<file path="config.mk">
export PLATFORM = sky130hd
export DESIGN_NAME = alu_issue_stage
export DESIGN_NICKNAME = d
export VERILOG_FILES = /design/src/rtl/alu_issue_stage.sv
export SDC_FILE = /design/constraint.sdc
export NUM_CORES = 1
export LEC_CHECK = 0
export CORE_AREA = 2 2 150 93
export CTS_CLUSTER_DIAMETER = 120
export DETAILED_ROUTE_END_ITERATION = 8
export DIE_AREA = 0 0 152 95
export PLACE_DENSITY = 0.83
export SKIP_LAST_GASP = 1
export SLEW_MARGIN = 10
export SYNTH_ARGS = -nofsm -noshare
export SYNTH_HDL_FRONTEND = slang
export SYNTH_SLANG_ARGS = --single-unit
export TNS_END_PERCENT = 30
</file>
<file path="constraint.sdc">
create_clock -name clk -period 2.65 [get_ports clk]
set_input_delay 0.265 -clock clk [delete_from_list [all_inputs] [get_ports clk]]
set_output_delay 0.265 -clock clk [all_outputs]
set_load 0.02 [all_outputs]
</file>
<file path="src/rtl/alu_issue_stage.sv">
// alu_issue_stage: decodes opcode/funct3/funct7[5] into the 4-bit ALU control
// code, selects operands and registers them for the execute-stage ALU.
// A main entry drives the outputs and a skid entry absorbs one extra
// instruction so backpressure never drops or duplicates work.
// Optional macro ALU_ISSUE_PERFCNT_EN adds issue_cnt/stall_cnt counters.
module alu_issue_stage #(
    parameter int DATA_WIDTH = 32
) (
    input  logic                  clk,
    input  logic                  rst_n,
    input  logic                  in_valid,
    output logic                  in_ready,
    input  logic [6:0]            opcode,
    input  logic [2:0]            funct3,
    input  logic                  funct7_5,
    input  logic [DATA_WIDTH-1:0] rs1_data,
    input  logic [DATA_WIDTH-1:0] rs2_data,
    input  logic [DATA_WIDTH-1:0] imm,
    input  logic                  flush,
    output logic                  out_valid,
    input  logic                  out_ready,
    output logic [DATA_WIDTH-1:0] ALUop1,
    output logic [DATA_WIDTH-1:0] ALUop2,
    output logic [3:0]            ALUctrl,
    output logic                  is_branch,
    output logic                  illegal
`ifdef ALU_ISSUE_PERFCNT_EN
    ,
    output logic [31:0]           issue_cnt,
    output logic [31:0]           stall_cnt
`endif
);

    localparam logic [6:0] OPC_OP     = 7'b0110011;
    localparam logic [6:0] OPC_OP_IMM = 7'b0010011;
    localparam logic [6:0] OPC_BRANCH = 7'b1100011;
    localparam logic [6:0] OPC_LOAD   = 7'b0000011;
    localparam logic [6:0] OPC_STORE  = 7'b0100011;
    localparam logic [6:0] OPC_JALR   = 7'b1100111;

    typedef struct packed {
        logic [DATA_WIDTH-1:0] op1;
        logic [DATA_WIDTH-1:0] op2;
        logic [3:0]            ctrl;
        logic                  branch;
        logic                  illegal;
    } entry_t;

    logic [2:0]            f3_code;
    logic [3:0]            dec_ctrl;
    logic                  dec_branch;
    logic                  dec_illegal;
    logic                  use_rs2;
    logic [DATA_WIDTH-1:0] dec_op2;
    entry_t                dec_entry;

    entry_t main_reg, main_next;
    entry_t skid_reg, skid_next;
    logic   main_valid_reg, main_valid_next;
    logic   skid_valid_reg, skid_valid_next;

    logic accept;
    logic emit;

    // Map an OP/OP-IMM funct3 onto the ALU's compact operation code
    always_comb begin
        f3_code = 3'b000;
        case (funct3)
            3'b000:  f3_code = 3'b000; // ADD/SUB
            3'b001:  f3_code = 3'b001; // SLL
            3'b111:  f3_code = 3'b010; // AND
            3'b110:  f3_code = 3'b011; // OR
            3'b100:  f3_code = 3'b100; // XOR
            3'b010:  f3_code = 3'b101; // SLT
            3'b011:  f3_code = 3'b101; // SLTU shares the compare unit
            3'b101:  f3_code = 3'b110; // SRL/SRA
            default: f3_code = 3'b000;
        endcase
    end

    // Opcode decode: control code, operand-2 source, branch and illegal flags
    always_comb begin
        dec_ctrl    = 4'b0000;
        dec_branch  = 1'b0;
        dec_illegal = 1'b0;
        use_rs2     = 1'b0;
        case (opcode)
            OPC_OP: begin
                use_rs2  = 1'b1;
                dec_ctrl = {funct7_5, f3_code};
            end
            OPC_OP_IMM: begin
                // funct7[5] only distinguishes SRAI from SRLI; on other
                // immediates that bit is immediate data, not an opcode bit
                dec_ctrl = {funct7_5 & (funct3 == 3'b101), f3_code};
            end
            OPC_BRANCH: begin
                use_rs2     = 1'b1;
                dec_branch  = 1'b1;
                dec_ctrl    = {1'b0, funct3};
                dec_illegal = (funct3[2:1] == 2'b01);
            end
            OPC_LOAD, OPC_STORE, OPC_JALR: begin
                dec_ctrl = 4'b0000;
            end
            default: begin
                dec_illegal = 1'b1;
            end
        endcase
    end

    // Per-bit operand-2 select between register read and immediate
    generate
        for (genvar gi = 0; gi < DATA_WIDTH; gi++) begin : g_op2_sel
            assign dec_op2[gi] = use_rs2 ? rs2_data[gi] : imm[gi];
        end
    endgenerate

    assign dec_entry = '{op1: rs1_data, op2: dec_op2, ctrl: dec_ctrl,
                         branch: dec_branch, illegal: dec_illegal};

    assign in_ready  = ~skid_valid_reg;
    assign out_valid = main_valid_reg;
    assign accept    = in_valid & in_ready;
    assign emit      = main_valid_reg & out_ready;

    // Two-entry buffer steering: flush wins, skid refills main on emit
    always_comb begin
        main_next       = main_reg;
        skid_next       = skid_reg;
        main_valid_next = main_valid_reg;
        skid_valid_next = skid_valid_reg;
        if (flush) begin
            main_valid_next = 1'b0;
            skid_valid_next = 1'b0;
        end else if (emit) begin
            if (skid_valid_reg) begin
                // in_ready is low here, so no new accept can collide
                main_next       = skid_reg;
                skid_valid_next = 1'b0;
            end else if (accept) begin
                main_next = dec_entry;
            end else begin
                main_valid_next = 1'b0;
            end
        end else if (accept) begin
            if (!main_valid_reg) begin
                main_next       = dec_entry;
                main_valid_next = 1'b1;
            end else begin
                skid_next       = dec_entry;
                skid_valid_next = 1'b1;
            end
        end
    end

    // Buffer state registers; reset also zeroes the payload so outputs read 0
    always_ff @(posedge clk or negedge rst_n) begin
        if (!rst_n) begin
            main_reg       <= '0;
            skid_reg       <= '0;
            main_valid_reg <= 1'b0;
            skid_valid_reg <= 1'b0;
        end else begin
            main_reg       <= main_next;
            skid_reg       <= skid_next;
            main_valid_reg <= main_valid_next;
            skid_valid_reg <= skid_valid_next;
        end
    end

    assign ALUop1    = main_reg.op1;
    assign ALUop2    = main_reg.op2;
    assign ALUctrl   = main_reg.ctrl;
    assign is_branch = main_reg.branch;
    assign illegal   = main_reg.illegal;

`ifdef ALU_ISSUE_PERFCNT_EN
    logic [31:0] issue_cnt_reg;
    logic [31:0] stall_cnt_reg;

    // Handshake and stall counters; flush does not touch them
    always_ff @(posedge clk or negedge rst_n) begin
        if (!rst_n) begin
            issue_cnt_reg <= 32'd0;
            stall_cnt_reg <= 32'd0;
        end else begin
            if (emit)
                issue_cnt_reg <= issue_cnt_reg + 32'd1;
            if (main_valid_reg && !out_ready)
                stall_cnt_reg <= stall_cnt_reg + 32'd1;
        end
    end

    assign issue_cnt = issue_cnt_reg;
    assign stall_cnt = stall_cnt_reg;
`endif

endmodule

</file>
[Word-level counts from Yosys, hierarchy flattened]
Memories as Yosys holds them, arrays and structs flattened.
Cells that the tools add are included.
Storage, ports and cells
  memories: 1
  bits of input ports: 112
  ROM bits: 24
  logic and storage cells: 90
  output and inout bits: 72
  flip-flop bits (word level): 142
Memories
  (no name shown): words 8, bits a word 3, rd ports 1, clocked after memory_dff 0, wr ports 0, RTL line 68  | case (funct3)
Operators by class
  reduce and logical (&&, ||, !) cells: 10
  bitwise logic cells: 6
  multiplexer cells: 50
  eq/ne operators: 11
Operators with widths (number)
  $mux W70: 5
  $mux W1: 43
  $eq A7 B6 Y1 const B: 2
  $eq A7 B7 Y1 const B: 2
  $pmux W4 S3: 1
  $reduce_and A4 Y1: 2
  $eq A7 B2 Y1 const B: 1
  $eq A7 B5 Y1 const B: 1
  $ne A3 B3 Y1 const B: 2
  $reduce_bool A3 Y1: 2
  $reduce_or A5 Y1: 1
  $reduce_bool A2 Y1: 2
  $and A1 B1 Y1: 3
  $eq A3 B3 Y1 const B: 1
  $not A1 Y1: 3
  $reduce_and A3 Y1: 1
  $eq A2 B1 Y1 const B: 1
  $ne A2 B1 Y1 const B: 1
  $pmux W1 S2: 1
  $reduce_and A2 Y1: 1
  $reduce_or A2 Y1: 1

[Depth between registers and ports, before layout]
  depth after elaboration: 7
  gate-level depth with buffers: 7
  gate-level depth less buffers: 6

[Worst setup path after synthesis]
Ideal clock, no wire load.
  kind: register -> register
  from: reg main_valid_reg, in the netlist out_valid
  to: reg skid_reg[38] (netlist bit)
  path slack: 963 ps
  library setup time: 125 ps
  stages on the path, launching flop included: 5
  data arrival time: 1563 ps
  clock period less this slack: 1687 ps
  required time: 2525 ps
  buffers on the path: 1
  cells stage by stage: dfrtp_1 > and2b_1 > nor3b_2 > buf_2 > mux2_2
On the way
  word-level cells in the longest chain between the ends: 3
RTL lines
  start: declaration: RTL line 59  | logic main_valid_reg, main_valid_next;
  start signal: assignment: RTL line 167  | main_valid_reg <= main_valid_next;
  $and A1 B1 Y1: RTL line 125  | assign emit = main_valid_reg & out_ready;
  $not A1 Y1 (no source line)
  $reduce_and A4 Y1 (no source line) (*)
  end signal: assignment: RTL line 166  | skid_reg <= skid_next;
  end: declaration: RTL line 58  | entry_t skid_reg, skid_next;
Mark *: on every way between the ends. The rest lies on a longest branch, timed or not.
A chain may end at the register's enable or synchronous reset.

[Worst setup path in the final report]
  from: reg skid_valid_reg
  to: reg main_reg (netlist bit ALUop2[9])
On the way
  word-level cells in the longest chain between the ends: 4
  elaborated cells between the ends (all ways): 7
  classes of those cells: 2 x mux; 2 x bitwise; 3 x reduce/logical
RTL lines
  start: declaration: RTL line 60  | logic skid_valid_reg, skid_valid_next;
  start signal: assignment: RTL line 168  | skid_valid_reg <= skid_valid_next;
  $not A1 Y1: RTL line 122  | assign in_ready = ~skid_valid_reg;
  $and A1 B1 Y1: RTL line 124  | assign accept = in_valid & in_ready;
  $reduce_bool A2 Y1 (no source line)
  $reduce_and A4 Y1 (no source line)
  end signal: assignment: RTL line 165  | main_reg <= main_next;
  end: declaration: RTL line 57  | entry_t main_reg, main_next;
Several ways; a longest one is shown, not always the timed one.

==> summary.md <==
| Metric | Value |
|---|---|
| Outcome | `completed` |
| Critical path required time | `2.94 ns` |
| Synth area leader | `dfrtp_1` |
| Die Y | `95 um` |
| Initial core utilization | `48.6%` |
| Pre-Repair DR Iteration Count | `5` |
| Core area | `13300 um^2` |
| Final Slew Violations | `0` |
| Design area | `9140 um^2` |
| Max Cap Violations | `0` |
| Commonest non-fill, non-tap cell in the layout | `clkdlybuf4s50_1` |
| Top Ports | `184` |
| Post-synth top area share | `55.2%` |
| Die ar. | `14400 um^2` |
| Final GP Congestion | `0.857` |
| Pleak | `3.72 nW` |
| Seq/Total Area, Yosys | `55.2%` |
| Internal Power | `5.16 mW` |
| Synth Flop Type | `dfrtp_1` |
| Via/cell ratio | `5.52` |
| Post-DRT Antenna Nets | `0` |
| Worst Setup SP | `skid_valid_reg$_DFFE_PN0P_` |
| Post-Syn Area | `6430 um^2` |
| Postcts setup bufs | `0` |
| Filler cells | `944` |
| Cells after Synth | `643` |
| Final setup fails | `0` |
| Clock Skew | `0.0156 ns` |
| Register share of total power | `41.3%` |
| Post-Syn Nets | `756` |
| Most frequent cells in the layout | `clkdlybuf4s50_1 (182), dfrtp_1 (142), nand2_1 (139)` |
| Tcrit/Tclk final | `71.7%` |
| CTS tree | `done` |
| Synth Area per Inst | `10.0 um^2` |
| Dpl cell area | `8490 um^2` |
| Max-slew headroom | `63.1%` |
| Layout area overhead | `42.0%` |
| Detailed Route Iter0 Violations | `353` |
| H-tree depth | `4` |
| Maximum vdd drop | `0.471 mV` |
| Post-synth EDFFs | `0` |
| Grt total ovfl | `0` |
| Fin crit period | `1.90 ns` |
| Logic pwr share | `23.1%` |
| YS warnings | `0` |
| Ys async rst share | `100%` |
| Total negative slack | `0 ns` |
| Post-DP HPWL | `11.4 mm` |
| Critical path capture point type | `flop` |
| Layout cells sized above 1 | `10.1%` |
| Worst Max-Slew Pin Slew | `0.553 ns` |
| Initial antenna violation count | `0` |
| Clock slew at reported path FFs | `0.06 ns` |
| CTS buffer count | `17` |
| # diodes | `0` |
| Crit path max fanout | `63` |
| Switching Power | `1.97 mW` |
| Root Buffer | `clkbuf_16` |
| DRC | `0` |
| Unrepaired setup endpoints after global routing | `false` |
| Largest net degree at the start of global routing | `64` |
| Largest register FFs | `70` |
| DR vias | `5545` |
| Arrival @ worst endpoint | `2.18 ns` |
| I/O Buffers | `183` |
| Worst min path class | `primary input to asynchronous set/reset pin` |
| Critical path class | `flop to flop` |
| Vias in the first global route | `5456` |
| Switching Fraction | `27.6%` |
| Area contributors post-synth | `dfrtp_1 (55%), a31oi_1 (9.5%), nand2_1 (8.1%), mux2_2 (5.9%), mux2i_1 (5.1%)` |
| Hold Vio Cnt, Final | `0` |
| Synth Register Bits | `142` |
| Clock Latency Late Sink | `0.41 ns` |
| First-pass GRT wire length | `27.7 mm` |
| DRT Wirelength | `16.9 mm` |
| Clk buf depth | `2` |
| Crit path launch type | `flop` |
| Post-synth cell types | `38` |
| R2r startpoint | `skid_valid_reg$_DFFE_PN0P_` |
| Clock power frac | `35.7%` |
| Row count | `33` |
| Total GRT Usage | `24.1%` |
| Pwr per Cell Area | `781 nW/um^2` |
| Post-DR wirelength/cell | `16.8 um` |
| Max Clk Rate | `527 MHz` |
| Die width | `152 um` |
| Layout net count | `929` |
| Clk sinks | `142` |
==> path summary, 6_finish.rpt <==
path | endpoint | slack, ns | cells past startpoint
setup / recovery | ALUop2[9]$_DFFE_PN0P_ | 0.75 | 5
hold / removal | ALUop1[17]$_DFFE_PN0P_ | 0.38 | 2
setup reg to reg | ALUop2[9]$_DFFE_PN0P_ | 0.75 | 5
hold reg to reg | skid_reg[48]$_DFFE_PN0P_ | 0.51 | 1
max in group asynchronous | skid_reg[0]$_DFFE_PN0P_ | 1.49 | 3
min in group clk | ALUop1[5]$_DFFE_PN0P_ | 0.44 | 3
==> worst max-delay path, cell delays in order, from the launching register on <==
cell,delay (ns)
dfrtp_1,0.44
nand2b_1,0.28
a211oi_4,0.38
buf_12,0.32
mux2i_1,0.25
a31oi_1,0.06
==> what timing repair did <==
action | in CTS | in global routing
resized for setup | 0 | 0
hold endpoints to repair | 57 | 0
hold buffers | 1 | 0
==> synthesized netlist by cell type (all sizes together), types with 4 or more instances <==
library cell and number:
o211ai 4, mux2i 33, nand2b 34, nand3 5
mux2 34, a21oi 6, dfrtp 142, a31oi 98
inv 5, clkbuf 14, nor2 72, nand2 139
buf 30
==> metal layers <==
layer,vias up,track usage (%),routed length [um],share of wire (%)
met3,17,6.75,1320,7.8
met5,-,0,0,0
li1,2577,-,-,-
met2,244,38.5,7860,47
met4,0,6.15,198,1.2
met1,2707,32.9,7480,44
==> power by group through the flow <==
stage / Combinational [mW] / Clock [mW] / Sequential (mW)
after floorplan: 0.626 / 0 / 3.16
after global placement: 1.60 / 0 / 2.94
after CTS: 1.66 / 2.56 / 2.94
final: 1.65 / 2.54 / 2.94
after detailed placement: 1.65 / 0 / 2.97
after global routing: 1.78 / 2.68 / 3.00
==> area by class of cell <==
cell class	count	area, um^2	area share, %
Clock inverter	12	184	2.01
Sequential cell	142	3550	38.9
Tap cell	175	219	2.40
Inverter	5	18.8	0.205
Clock buffer	20	447	4.89
Multi-Input combinational cell	452	2650	29.0
Timing Repair Buffer	198	2060	22.6
==> cell families (layout without fill, tap and decap cells) <==
logic type | count (synthesis) | after routing | share of synthesized area (%)
DFF | 142 | 142 | 55.2
and+or+nand+nor | 265 | 265 | 17.8
AOI/OAI and AO/OA | 118 | 118 | 11.7
adders and majority gates | 1 | 1 | 0.194
buffers and inverters | 49 | 235 | 3.83
xor gates and xnor gates | 1 | 1 | 0.136
muxes | 67 | 67 | 11.1
==> metrics by stage <==
step	total power, mW	worst slack, ns	hold WS (ns)	util [%]	cells
floorplan	3.78	0.963	-0.0306	-	643
global placement	4.54	0.511	0.260	64.1	971
detailed placement	4.63	0.443	0.271	64.1	971
CTS	7.17	0.761	0.407	68.9	1004
global route	7.46	0.641	0.445	68.9	1004
finish	7.13	0.751	0.380	68.9	1004
(Power assumes the default switching activity.)
